$ cat src/rtl/button_press_detector_pkg.sv
// Shared types and default timing for the front-panel button conditioning blocks.
package clock_pkg;
  typedef enum logic [1:0] {IDLE, PRESSED, LONG_FIRED} press_state_t;

  localparam int DEBOUNCE_CYCLES_DEFAULT = 500000;
  localparam int LONG_CYCLES_DEFAULT     = 50000000;
endpackage

$ cat src/rtl/button_press_detector_if.sv
// Pad input and event strobes of one button channel.
interface button_press_detector_if;
  logic button_raw;
  logic signal;
  logic signal_long;
  logic held;

  modport master (output button_raw, input signal, input signal_long, input held);
  modport slave  (input button_raw, output signal, output signal_long, output held);
endinterface

$ cat src/rtl/button_press_detector_debouncer.sv
// Two-flop synchroniser plus stable-sample debounce; o_rise flags the cycle held is about to rise.
module debouncer
  import clock_pkg::*;
#(
  parameter int DEBOUNCE_CYCLES = DEBOUNCE_CYCLES_DEFAULT,
  parameter bit ACTIVE_LOW      = 1'b1
) (
  input  logic clock,
  input  logic reset,
  input  logic i_raw,
  output logic o_held,
  output logic o_rise
);
  localparam int            CW   = $clog2(DEBOUNCE_CYCLES + 1);
  localparam logic [CW-1:0] LAST = CW'(DEBOUNCE_CYCLES - 1);

  logic          r_sync1, r_sync2, r_held;
  logic [CW-1:0] r_cnt;
  logic          w_pressed, w_toggle;

  assign w_pressed = r_sync2 ^ ACTIVE_LOW;
  assign w_toggle  = (w_pressed != r_held) && (r_cnt == LAST);

  always_ff @(posedge clock or posedge reset) begin
    if (reset) begin
      r_sync1 <= ACTIVE_LOW;
      r_sync2 <= ACTIVE_LOW;
      r_held  <= 1'b0;
      r_cnt   <= '0;
    end else begin
      r_sync1 <= i_raw;
      r_sync2 <= r_sync1;
      if (w_pressed == r_held || w_toggle) r_cnt <= '0;
      else                                 r_cnt <= r_cnt + 1'b1;
      if (w_toggle) r_held <= ~r_held;
    end
  end

  assign o_held = r_held;
  assign o_rise = w_toggle & ~r_held;
endmodule

$ cat src/rtl/button_press_detector.sv
// Classifies each debounced press as short (pulse on release) or long (pulse at hold threshold).
module button_press_detector
  import clock_pkg::*;
#(
  parameter int DEBOUNCE_CYCLES = DEBOUNCE_CYCLES_DEFAULT,
  parameter int LONG_CYCLES     = LONG_CYCLES_DEFAULT,
  parameter bit ACTIVE_LOW      = 1'b1
) (
  input  logic                    clock,
  input  logic                    reset,
  button_press_detector_if.slave  bus
);
  localparam int            HW        = $clog2(LONG_CYCLES);
  localparam logic [HW-1:0] HOLD_LAST = HW'(LONG_CYCLES - 1);

  press_state_t  r_state, w_state_nxt;
  logic [HW-1:0] r_hold_cnt, w_hold_cnt_nxt;
  logic          r_signal, r_signal_long, w_signal_nxt, w_signal_long_nxt;
  logic          w_held, w_rise;

  debouncer #(
    .DEBOUNCE_CYCLES (DEBOUNCE_CYCLES),
    .ACTIVE_LOW      (ACTIVE_LOW)
  ) u_db (
    .clock  (clock),
    .reset  (reset),
    .i_raw  (bus.button_raw),
    .o_held (w_held),
    .o_rise (w_rise)
  );

  always_ff @(posedge clock or posedge reset) begin
    if (reset) begin
      r_state       <= IDLE;
      r_hold_cnt    <= '0;
      r_signal      <= 1'b0;
      r_signal_long <= 1'b0;
    end else begin
      r_state       <= w_state_nxt;
      r_hold_cnt    <= w_hold_cnt_nxt;
      r_signal      <= w_signal_nxt;
      r_signal_long <= w_signal_long_nxt;
    end
  end

  // Entering PRESSED on the rise strobe aligns hold_cnt with the edge held rises;
  // release is seen from the held register one edge later, so it beats the threshold.
  always_comb begin
    w_state_nxt       = r_state;
    w_hold_cnt_nxt    = r_hold_cnt;
    w_signal_nxt      = 1'b0;
    w_signal_long_nxt = 1'b0;
    unique case (r_state)
      IDLE: begin
        if (w_rise) begin
          w_state_nxt    = PRESSED;
          w_hold_cnt_nxt = '0;
        end
      end
      PRESSED: begin
        if (!w_held) begin
          w_signal_nxt = 1'b1;
          w_state_nxt  = IDLE;
        end else if (r_hold_cnt == HOLD_LAST) begin
          w_signal_long_nxt = 1'b1;
          w_state_nxt       = LONG_FIRED;
        end else begin
          w_hold_cnt_nxt = r_hold_cnt + 1'b1;
        end
      end
      LONG_FIRED: begin
        if (!w_held) w_state_nxt = IDLE;
      end
      default: w_state_nxt = IDLE;
    endcase
    // With very short debounce a new press can land on the release cycle.
    if (r_state != IDLE && w_rise) begin
      w_state_nxt    = PRESSED;
      w_hold_cnt_nxt = '0;
    end
  end

  assign bus.signal      = r_signal;
  assign bus.signal_long = r_signal_long;
  assign bus.held        = w_held;
endmodule

$ cat src/flat_wrapper.sv
// flat-port wrapper written by rule: the top's interface ports become plain ports
module button_press_detector_flat import clock_pkg::*;
#(
  parameter int DEBOUNCE_CYCLES = DEBOUNCE_CYCLES_DEFAULT,
  parameter int LONG_CYCLES     = LONG_CYCLES_DEFAULT,
  parameter bit ACTIVE_LOW      = 1'b1
)
  (clock, reset, bus_button_raw, bus_signal, bus_signal_long, bus_held);
  button_press_detector_if bus_i ();
  input  logic clock;
  input  logic reset;
  input wire logic [$bits(bus_i.button_raw)-1:0] bus_button_raw;
  output wire logic [$bits(bus_i.signal)-1:0] bus_signal;
  output wire logic [$bits(bus_i.signal_long)-1:0] bus_signal_long;
  output wire logic [$bits(bus_i.held)-1:0] bus_held;
  assign bus_i.button_raw = bus_button_raw;
  assign bus_signal = bus_i.signal;
  assign bus_signal_long = bus_i.signal_long;
  assign bus_held = bus_i.held;
  button_press_detector #(.DEBOUNCE_CYCLES(DEBOUNCE_CYCLES), .LONG_CYCLES(LONG_CYCLES), .ACTIVE_LOW(ACTIVE_LOW)) u_core (.clock(clock), .reset(reset), .bus(bus_i));
endmodule
$ cat config.mk
export PLATFORM = sky130hd
export DESIGN_NAME = button_press_detector_flat
export DESIGN_NICKNAME = d
export VERILOG_FILES = /design/src/rtl/button_press_detector_pkg.sv /design/src/rtl/button_press_detector_if.sv /design/src/rtl/button_press_detector_debouncer.sv /design/src/rtl/button_press_detector.sv /design/src/flat_wrapper.sv
export SDC_FILE = /design/constraint.sdc
export NUM_CORES = 1
export LEC_CHECK = 0
export ABC_AREA = 0
export ABC_CLOCK_PERIOD_IN_PS = 5700
export BUFFER_PORTS_ARGS = -buffer_cell sky130_fd_sc_hd__buf_2
export CORE_MARGIN = 1.5
export CORE_UTILIZATION = 65
export CTS_BUF_LIST = sky130_fd_sc_hd__clkbuf_16
export DETAILED_ROUTE_END_ITERATION = 8
export PLACE_DENSITY_LB_ADDON = 0.25
export SYNTH_ARGS = -nofsm -noshare
export SYNTH_HDL_FRONTEND = slang
export SYNTH_SLANG_ARGS = --single-unit
$ cat constraint.sdc
create_clock -name clock -period 5.7 [get_ports clock]
set_clock_uncertainty 0.2 [all_clocks]
set_input_delay 1.14 -clock clock [delete_from_list [all_inputs] [get_ports clock]]
set_output_delay 1.14 -clock clock [all_outputs]
set_load 0.05 [all_outputs]
Yosys cells after proc, flatten, opt, wreduce, memory -nomap -nowiden
Index checks and enable logic that the tools add are counted.
- multiplexer cells: 17
- bitwise logic cells: 3
- $mul: 0
- divide/modulo/power cells: 0
- shifts and indexed selects: 0
- add/sub/neg operators: 2
- reduce and logical (&&, ||, !) cells: 8
- eq/ne operators: 11
- order comparisons: 0
- operators with widths (cell ; count):
    26-bit two-way mux ; 4
    26-bit case mux with 2 select lines ; 1
    26-bit by 1-bit adder with 26-bit output (second input constant) ; 1
    26-bit equality test (second input constant) ; 1
    19-bit by 1-bit adder with 19-bit output (second input constant) ; 1
    19-bit equality test (second input constant) ; 1
    19-bit two-way mux ; 1
    2-bit two-way mux ; 5
    3-bit by 2-bit != test with 1-bit output (second input constant) ; 2
    2-bit case mux with 3 select lines ; 1
    1-bit two-way mux ; 5
    4-bit by 2-bit != test with 1-bit output (second input constant) ; 1
    4-bit AND reduction ; 1
    3-bit by 1-bit != test with 1-bit output (second input constant) ; 1
    3-bit != test (second input constant) ; 1
    3-bit AND reduction ; 1
    3-bit nonzero test ; 1
    2-bit by 1-bit equality test with 1-bit output (second input constant) ; 1
    2-bit equality test (second input constant) ; 1
    1-bit logical AND ; 2
    2-bit zero test ; 1
    1-bit inverter ; 2
    2-bit nonzero test ; 1
    1-bit AND ; 1
    3 further kinds ; 3
- bits in read-only memories: 0
- bits in latches: 0
- output and inout bits: 3
- memories: 0
- flip-flop bits (word level): 52
- word-level logic and storage cells: 49
- memory bits (writable): 0

Logic depth before layout (Yosys ltp)
Gate-level depths: netlist of the first run.
- word-level depth: 7
- depth in mapped cells: 8
- gate-level depth less buffers: 6

Hierarchy
Synthesis of the first run repeated with hierarchy kept, for this count alone.
- cell total of the unflattened synthesis: 284
- area total of the unflattened synthesis: 2730.1 sq um
- modules (own cells, without submodules) (module ; instances ; area each (sq um) ; cells each):
    button_press_detector ; 1 ; 1611.5 ; 170
    debouncer ; 1 ; 1118.6 ; 114

Worst setup path after synthesis of the first run
No wires, ideal clock.
- path kind: register to register
- from: register u_core.u_db.r_held, in the netlist u_core.u_db.o_held
- to: register u_core.r_hold_cnt[18]
- data required time: 5.381 ns
- library setup time: 0.119 ns
- buffers on the path: 1
- arrival time: 2.032 ns
- setup slack: 3.349 ns
- period minus slack after synthesis: 2.351 ns
- stages on the path, launching flop included: 7
- cell sequence: dfrtp_1 > clkbuf_1 > nand4b_1 > or4_1 > or3_1 > xnor2_1 > nor2_1
- longest elaborated chain between the ends: 6
- elaborated cells on any way between the ends: 11
- classes of those cells: 4 x eq/ne; 1 x mux; 2 x bitwise; 4 x reduce/logical
- ends and longest elaborated chain (item ; line ; text):
    from (decl) ; button_press_detector_debouncer.sv:17 ; logic r_sync1, r_sync2, r_held;
    from (signal assigned) ; button_press_detector_debouncer.sv:35 ; if (w_toggle) r_held <= ~r_held;
    1-bit != test ; button_press_detector_debouncer.sv:22 ; assign w_toggle = (w_pressed != r_held) && (r_cnt == LAST);
    1-bit logical AND ; button_press_detector_debouncer.sv:22 ;
    1-bit AND ; button_press_detector_debouncer.sv:40 ; assign o_rise = w_toggle & ~r_held;
    1-bit logical AND ; button_press_detector.sv:77 ; if (r_state != IDLE && w_rise) begin
    3-bit != test (no source line) (tied with other cells) ; - ;
    4-bit AND reduction (no source line) ; - ;
    to (signal assigned) ; button_press_detector.sv:40 ; r_hold_cnt <= w_hold_cnt_nxt;
    to (decl) ; button_press_detector.sv:17 ; logic [HW-1:0] r_hold_cnt, w_hold_cnt_nxt;
Several ways; a longest one is shown, not always the timed one.
A chain may end at the register's enable or synchronous reset.

Worst setup path in the final report of the first run
- from: register u_core.u_db.r_cnt[0]
- to: register u_core.r_hold_cnt[16]
- longest elaborated chain between the ends: 6
- elaborated cells on any way between the ends: 10
- classes of those cells: 4 x eq/ne; 1 x mux; 1 x bitwise; 4 x reduce/logical
- ends and longest elaborated chain (item ; line ; text):
    from (decl) ; button_press_detector_debouncer.sv:18 ; logic [CW-1:0] r_cnt;
    from (signal assigned) ; button_press_detector_debouncer.sv:34 ; else r_cnt <= r_cnt + 1'b1;
    19-bit equality test (*) ; button_press_detector_debouncer.sv:22 ;
    1-bit logical AND (*) ; button_press_detector_debouncer.sv:22 ;
    1-bit AND (*) ; button_press_detector_debouncer.sv:40 ;
    1-bit logical AND ; button_press_detector.sv:77 ;
    3-bit != test (no source line) (tied with other cells) ; - ;
    4-bit AND reduction (no source line) ; - ;
Mark *: on every way between the ends. The rest lies on a longest branch, timed or not.

==> impl_metrics.yaml, run 1 <==
synth:
  yosysMostFrequentCell: "dfrtp_1"
  seq_area_frac_synth: 0.5075
  synth_top_family_by_area: "simple AND/OR/NAND/NOR gates"
  syn_area_mm2: 0.002569
  ys.flop_type: "dfrtp_1"
  synthAdderAreaFrac: 0.009742
  synthXorXnorAreaFrac: 0.09888
  synth_edf_count: 0
  postSynthCellCount: 263
  synth_area_leader_cell: "dfrtp_1"
  synth_common_cells: "dfrtp_1 (50), nor2_1 (40), nand3_1 (24)"
  mappedNetlistNets: 268
  yosysTopAreaCellShare: 0.4871
  yosys.area_share.simple: 0.2957
  synthMuxAreaShare: 0
  ys_async_sr_fraction: 1.000
  synth_area_leaders: "dfrtp_1 (49%), nor2_1 (5.8%), xor2_1 (5.8%), nand3_1 (4.7%), xnor2_1 (4.1%)"
  synth_cell_types: 39
  synth_compound_area_frac: 0.06235
  yosysWarnings: 0
  synth_seq_cells: 52
  synth_area_per_cell_um2: 9.767
detailed_routing:
  drt_iter0_markers: 219
  wire_per_inst_um: 15.89
  dr.pass1.iters: 4
  vias_per_cell: 6.135
  drc_errors: 0
  totalWireLength_um: 5054
  antenna_left: 0
  num_vias: 1951
setup_path:
  crit_path_end_kind: "flop"
  r2r_cells: 6
  slowest_stage: "and4_1"
  cpPeakStageDelay_ns: 0.62
  critical-path-top-delay-family: "simple AND/OR/NAND/NOR gates"
  startpoint_type: "flop"
  path_buf_inv: 0
  reg2reg_slack_ns: 3.07
  regToRegStartpoint: "u_core.u_db.r_cnt[0]"
  cp_max_fo: 17
  arrival_ns: 2.57
  crit_type: "reg -> reg"
  crit_path_frequent_cell: "and4_1"
  worstReg2RegEnd: "u_core.r_hold_cnt[16]"
  path_cells: "ha_1 > nand4_1 > nor4b_1 > and4_1 > and4_1 > nor2_1"
  crit_required_ns: 5.64
placed_design:
  numPortBuffers: 5
  hpwl_um: 3353
  placed_area_mm2: 0.002621
  place.gp.congestion: 0.8428
outcome:
  run_status: "complete, no violations"
die:
  initial_core_util: 0.6912
  die-height_um: 65.87
  rows: 22
  die-area_mm2: 0.004338
  io_pins: 6
  coreArea_mm2: 0.003716
  die_w_um: 65.87
global_route:
  met2_usage: 0.4179
  antenna_found_initial: 0
  grt_max_degree: 53
  grt.total_usage: 0.2613
  overflow: 0
  gr-usage-met1: 0.3537
  grt_pass1_wl_um: 8625
  top_usage_layer: "met2"
  met3_usage: 0.04940
  grt_pass1_vias: 1943
run:
  maxCapViolCount: 0
sta:
  slew_viol_final: 0
  finalCritPeriodShare: 0.4618
  maxSlewHeadroom: 0.2997
  setup_tns_ns: 0
  worstMarginPinSlew_ns: 1.049
  timing.fmax_mhz: 379.9
  hold_slack_ns: 0.1561
  min_period_ns: 2.633
  grt_setup_unrepaired: "false"
  hold_viol: 0
  report.final.setup_viol: 0
power:
  ir_drop_mv: 0.1751
  cellPowerDensity_mw_per_mm2: 242.4
  leakagePower_uw: 0.001162
clock_network:
  numCtsBuffers: 5
  clockBufferDepth: 2
  clkTransAtPathRegs_ns: 0.06
  clkLatencyLatePin_ns: 0.29
  cts_resized: 0
  cts_setup_buffers: 0
  cts_htree_levels: 2
  cts_tree: "yes"
  cts_root_buf: "clkbuf_16"
  cts_sinks: 52
  hold_buffers: 0
min_path:
  hold_depth: 0
  hold_start: "u_core.u_db.r_sync1"
  hold_end: "u_core.u_db.r_sync2"
  hold_class: "reg -> reg"
final_layout:
  n_antenna_cell: 0
  drive_gt1_frac: 0.07778
  fin_nets: 275
  synthToLayoutAreaGrowth_pct: 7.258
  final_area_mm2: 0.002755
worst max-delay path by stage:
stage                     cells past startpoint            startpoint                    end  slack, ns
after floorplan                               1                 reset      u_core.bus.signal       3.11
after global placement                        6  u_core.u_db.r_cnt[0]  u_core.r_hold_cnt[21]       3.24
after detailed placement                      6  u_core.u_db.r_cnt[0]  u_core.r_hold_cnt[16]       3.11
after CTS                                     6  u_core.u_db.r_cnt[0]  u_core.r_hold_cnt[19]       3.08
after global routing                          6  u_core.u_db.r_cnt[0]  u_core.r_hold_cnt[19]       2.92
final                                         6  u_core.u_db.r_cnt[0]  u_core.r_hold_cnt[16]       3.07
layer usage:
metal  vias to the layer above  part of all wire
li1                        947                 -
met1                       951              0.47
met2                        46              0.47
met3                         7             0.048
met4                         0            0.0091
met5                         -                 0
cell families after synthesis:
group,after synthesis
buffers and inverters,14
XOR/XNOR,29
flip-flops,52
AND/OR/NAND/NOR,139
adder cells (fa/ha/maj),2
AO/OA/AOI/OAI,27
worst reg2reg max path, cell delays in order, from the launching register on:
cell	delay, ns
dfrtp_1	0.38
ha_1	0.23
nand4_1	0.20
nor4b_1	0.49
and4_1	0.24
and4_1	0.62
nor2_1	0.14
report_power, final:
| part | internal (uW) | switching (uW) | total [uW] |
|---|---|---|---|
| sequential | 372 | 2.25 | 374 |
| combinational | 2.56 | 10.5 | 13.0 |
| clock | 158 | 122 | 280 |
| total | 533 | 135 | 668 |
flip-flops by register name, indices dropped and copies added, names as in the netlist:
| register | flops |
|---|---|
| u_core.u_db.r_sync1 | 1 |
| u_core.u_db.r_cnt | 19 |
| u_core.u_db.o_held | 1 |
| u_core.r_state | 2 |
| u_core.bus.signal | 1 |
| u_core.r_hold_cnt | 26 |
| u_core.bus.signal_long | 1 |
| u_core.u_db.r_sync2 | 1 |
final cells by class:
| cell class | instances | area (um2) |
|---|---|---|
| clock inverters | 2 | 8.758 |
| well taps | 48 | 60.06 |
| inverters | 9 | 33.78 |
| multi-input cells | 197 | 1199 |
| repair buffers | 5 | 25.02 |
| fillers | 251 | 960.9 |
| flip-flops and latches | 52 | 1304 |
| clock buffers | 5 | 125.1 |
per-stage QoR:
step | utilization | power [uW] | instances | setup slack, ns
finish | 0.7414 | 667.7 | 318 | 3.067
global route | 0.7414 | 689.4 | 318 | 2.920
CTS | 0.7414 | 670.3 | 318 | 3.081
detailed placement | 0.7054 | 394.5 | 311 | 3.111
global placement | 0.7054 | 394.3 | 311 | 3.238
floorplan | - | 390.5 | 263 | 3.105
cell usage in the layout (no fill, tap or decap), types with 6 or more instances in the layout:
cell,instances
and3_1,6
dfrtp_1,50
xor2_1,17
nor2_1,40
nand2_1,11
nand4_1,16
o21ai_0,12
xnor2_1,12
or3_1,8
inv_1,9
nand3_1,24
a21oi_1,6
Power figures use the tool's default switching activity.
==> run 2, diff against run 1 <==
ABC_CLOCK_PERIOD_IN_PS = 2230   (was 5700)
CORE_UTILIZATION = 55   (was 65)
clock period = 2.23 ns   (was 5.7 ns; I/O delays follow)
==> impl_metrics.yaml, run 2 (synthesis results as in run 1) <==
outcome:
  run_status: "finished, violations left"
  failed_checks: "hold timing"
placed_design:
  hpwl_um: 3413
  place.gp.congestion: 0.8486
  numPortBuffers: 5
  placed_cells: 338
final_layout:
  fillerInstances: 349
  n_antenna_cell: 0
  fin_nets: 300
  regMostFlops: "u_core.r_hold_cnt"
  drive_gt1_frac: 0.1757
  top_regs: "u_core.r_hold_cnt: 26 flops, u_core.u_db.r_cnt: 19 flops, u_core.r_state: 2 flops"
  final_cells: 348
  final_cell_mix: "dfrtp_1 (49), nor2_1 (40), nand3_1 (24), buf_4 (21), xor2_1 (17)"
  largest_register_ffs: 26
  final_common_cell: "dfrtp_1"
  synthToLayoutAreaGrowth_pct: 18.46
setup_path:
  arrival_ns: 2.16
  cp_max_fo: 7
  startpoint_type: "flop"
  crit_required_ns: 2.21
  crit_path_end_kind: "flop"
  crit_type: "reg -> reg"
clock_network:
  cts_sinks: 52
  numCtsBuffers: 5
  clockBufferDepth: 2
  cts_htree_levels: 2
  cts_root_buf: "clkbuf_16"
  clkTransAtPathRegs_ns: 0.07
  clkLatencyLatePin_ns: 0.29
  hold_buffers: 0
  cts_tree: "yes"
die:
  die_w_um: 71.34
  io_pins: 6
  coreArea_mm2: 0.004414
  initial_core_util: 0.5819
  die-area_mm2: 0.005089
  rows: 24
  die-height_um: 71.34
min_path:
  hold_class: "in -> async"
sta:
  worstMarginPinSlew_ns: 0.7170
  slew_viol_final: 0
  report.final.setup_viol: 0
  maxSlewHeadroom: 0.5210
  finalCritPeriodShare: 0.9791
  timing.fmax_mhz: 458.0
  hold_slack_ns: -0.006898
  grt_setup_unrepaired: "true"
  hold_viol: 33
  min_period_ns: 2.183
detailed_routing:
  dr.max_layer_used: "met4"
  wl_met1_um: 2568
  totalWireLength_um: 5303
  wire_per_inst_um: 15.24
  num_vias: 2041
  dr_wl_met3_um: 254
  dr.pass1.iters: 4
  antenna_left: 0
  wl_met2_um: 2392
  drc_errors: 0
  vias_per_cell: 5.865
  drt_iter0_markers: 200
power:
  p_comb_frac: 0.024
  switching_share: 0.1979
  leakagePower_uw: 0.001297
  seq_power_share: 0.516
  total_power_uw: 1855
  clockPowerShare: 0.461
  cellPowerDensity_mw_per_mm2: 609.6
  switching_power_uw: 367.0
  p_int_uw: 1488
  ir_drop_mv: 0.5251
global_route:
  antenna_found_initial: 0
  grt_pass1_vias: 1945
  grt_pass1_wl_um: 8873
  grt.total_usage: 0.2226
  overflow: 0
  grt_max_degree: 53
run:
  maxCapViolCount: 0
## run 2: changes by cell type in the layout (fill, tap and decap cells not counted), sizes merged
cell / previous run / this run
buf: 5 / 29
bufinv: 0 / 1
clkinv: 1 / 2
inv: 10 / 9
o21ai: 16 / 17
## run 2: area by class of cell
| class | instances | area, um2 | share of cell area |
|---|---|---|---|
| well taps | 52 | 65.06 | 0.02138 |
| multi-input cells | 198 | 1234 | 0.4054 |
| clock inverters | 3 | 37.54 | 0.01234 |
| clock buffers | 5 | 125.1 | 0.04112 |
| flip-flops and latches | 52 | 1305 | 0.4289 |
| repair buffers | 29 | 242.7 | 0.07977 |
| inverters | 9 | 33.78 | 0.01110 |
## run 2: what timing repair did
action                     4_1_cts  5_1_grt
resized for setup                2        6
setup endpoints to repair        2       43
cloned                           0        1
pin swaps                        0        5
setup buffers                    0        1
## run 2: final timing paths
kind | to | from | cells after the start | slack (ns)
setup / recovery | u_core.r_hold_cnt[4] | u_core.r_hold_cnt[9] | 5 | 0.05
hold / removal | u_core.u_db.r_cnt[17] | reset | 3 | -0.007
setup reg to reg | u_core.r_hold_cnt[4] | u_core.r_hold_cnt[9] | 5 | 0.05
hold reg to reg | u_core.u_db.r_sync2 | u_core.u_db.r_sync1 | 0 | 0.16
max in group asynchronous | u_core.u_db.r_sync2 | reset | 3 | 1.56
min in group clock | u_core.u_db.r_sync1 | bus_button_raw | 1 | 0.05
## run 2: power groups by stage
stage | Combinational [uW] | Clock (uW) | Sequential [uW]
2_1_floorplan | 25.4 | 0 | 973
3_3_place_gp | 45.9 | 0 | 973
3_5_place_dp | 45.7 | 0 | 974
4_1_cts | 45.5 | 873 | 956
5_1_grt | 51.8 | 895 | 956
6_report | 44.0 | 855 | 956
## run 2: metal layers
| layer | up-vias | global-route usage |
|---|---|---|
| li1 | 1012 | - |
| met1 | 976 | 0.3181 |
| met2 | 46 | 0.3323 |
| met3 | 7 | 0.05485 |
| met4 | 0 | 0.07966 |
| met5 | - | 0 |
## run 2: stage by stage
stage	hold WS [ns]	TNS, ns	instance area (um2)	util	worst slack [ns]
final	-0.006898	0	3043	0.6893	0.04666
after global routing	0.01796	-0.2211	3043	0.6893	-0.03725
after floorplan	0.1452	0	2570	-	0.002089
after detailed placement	0.1571	-0.02894	2838	0.6429	-0.02894
after CTS	0.003450	-0.01518	3007	0.6811	-0.01518
after global placement	0.1571	0	2838	0.6429	0.02767
## run 2: worst max-delay path, stage by stage (launching register included)
cell and delay (ns):
dfrtp_1 0.41, or4b_1 0.51, or4_4 0.50, o21ai_4 0.25, or3_1 0.14, a21oi_1 0.06
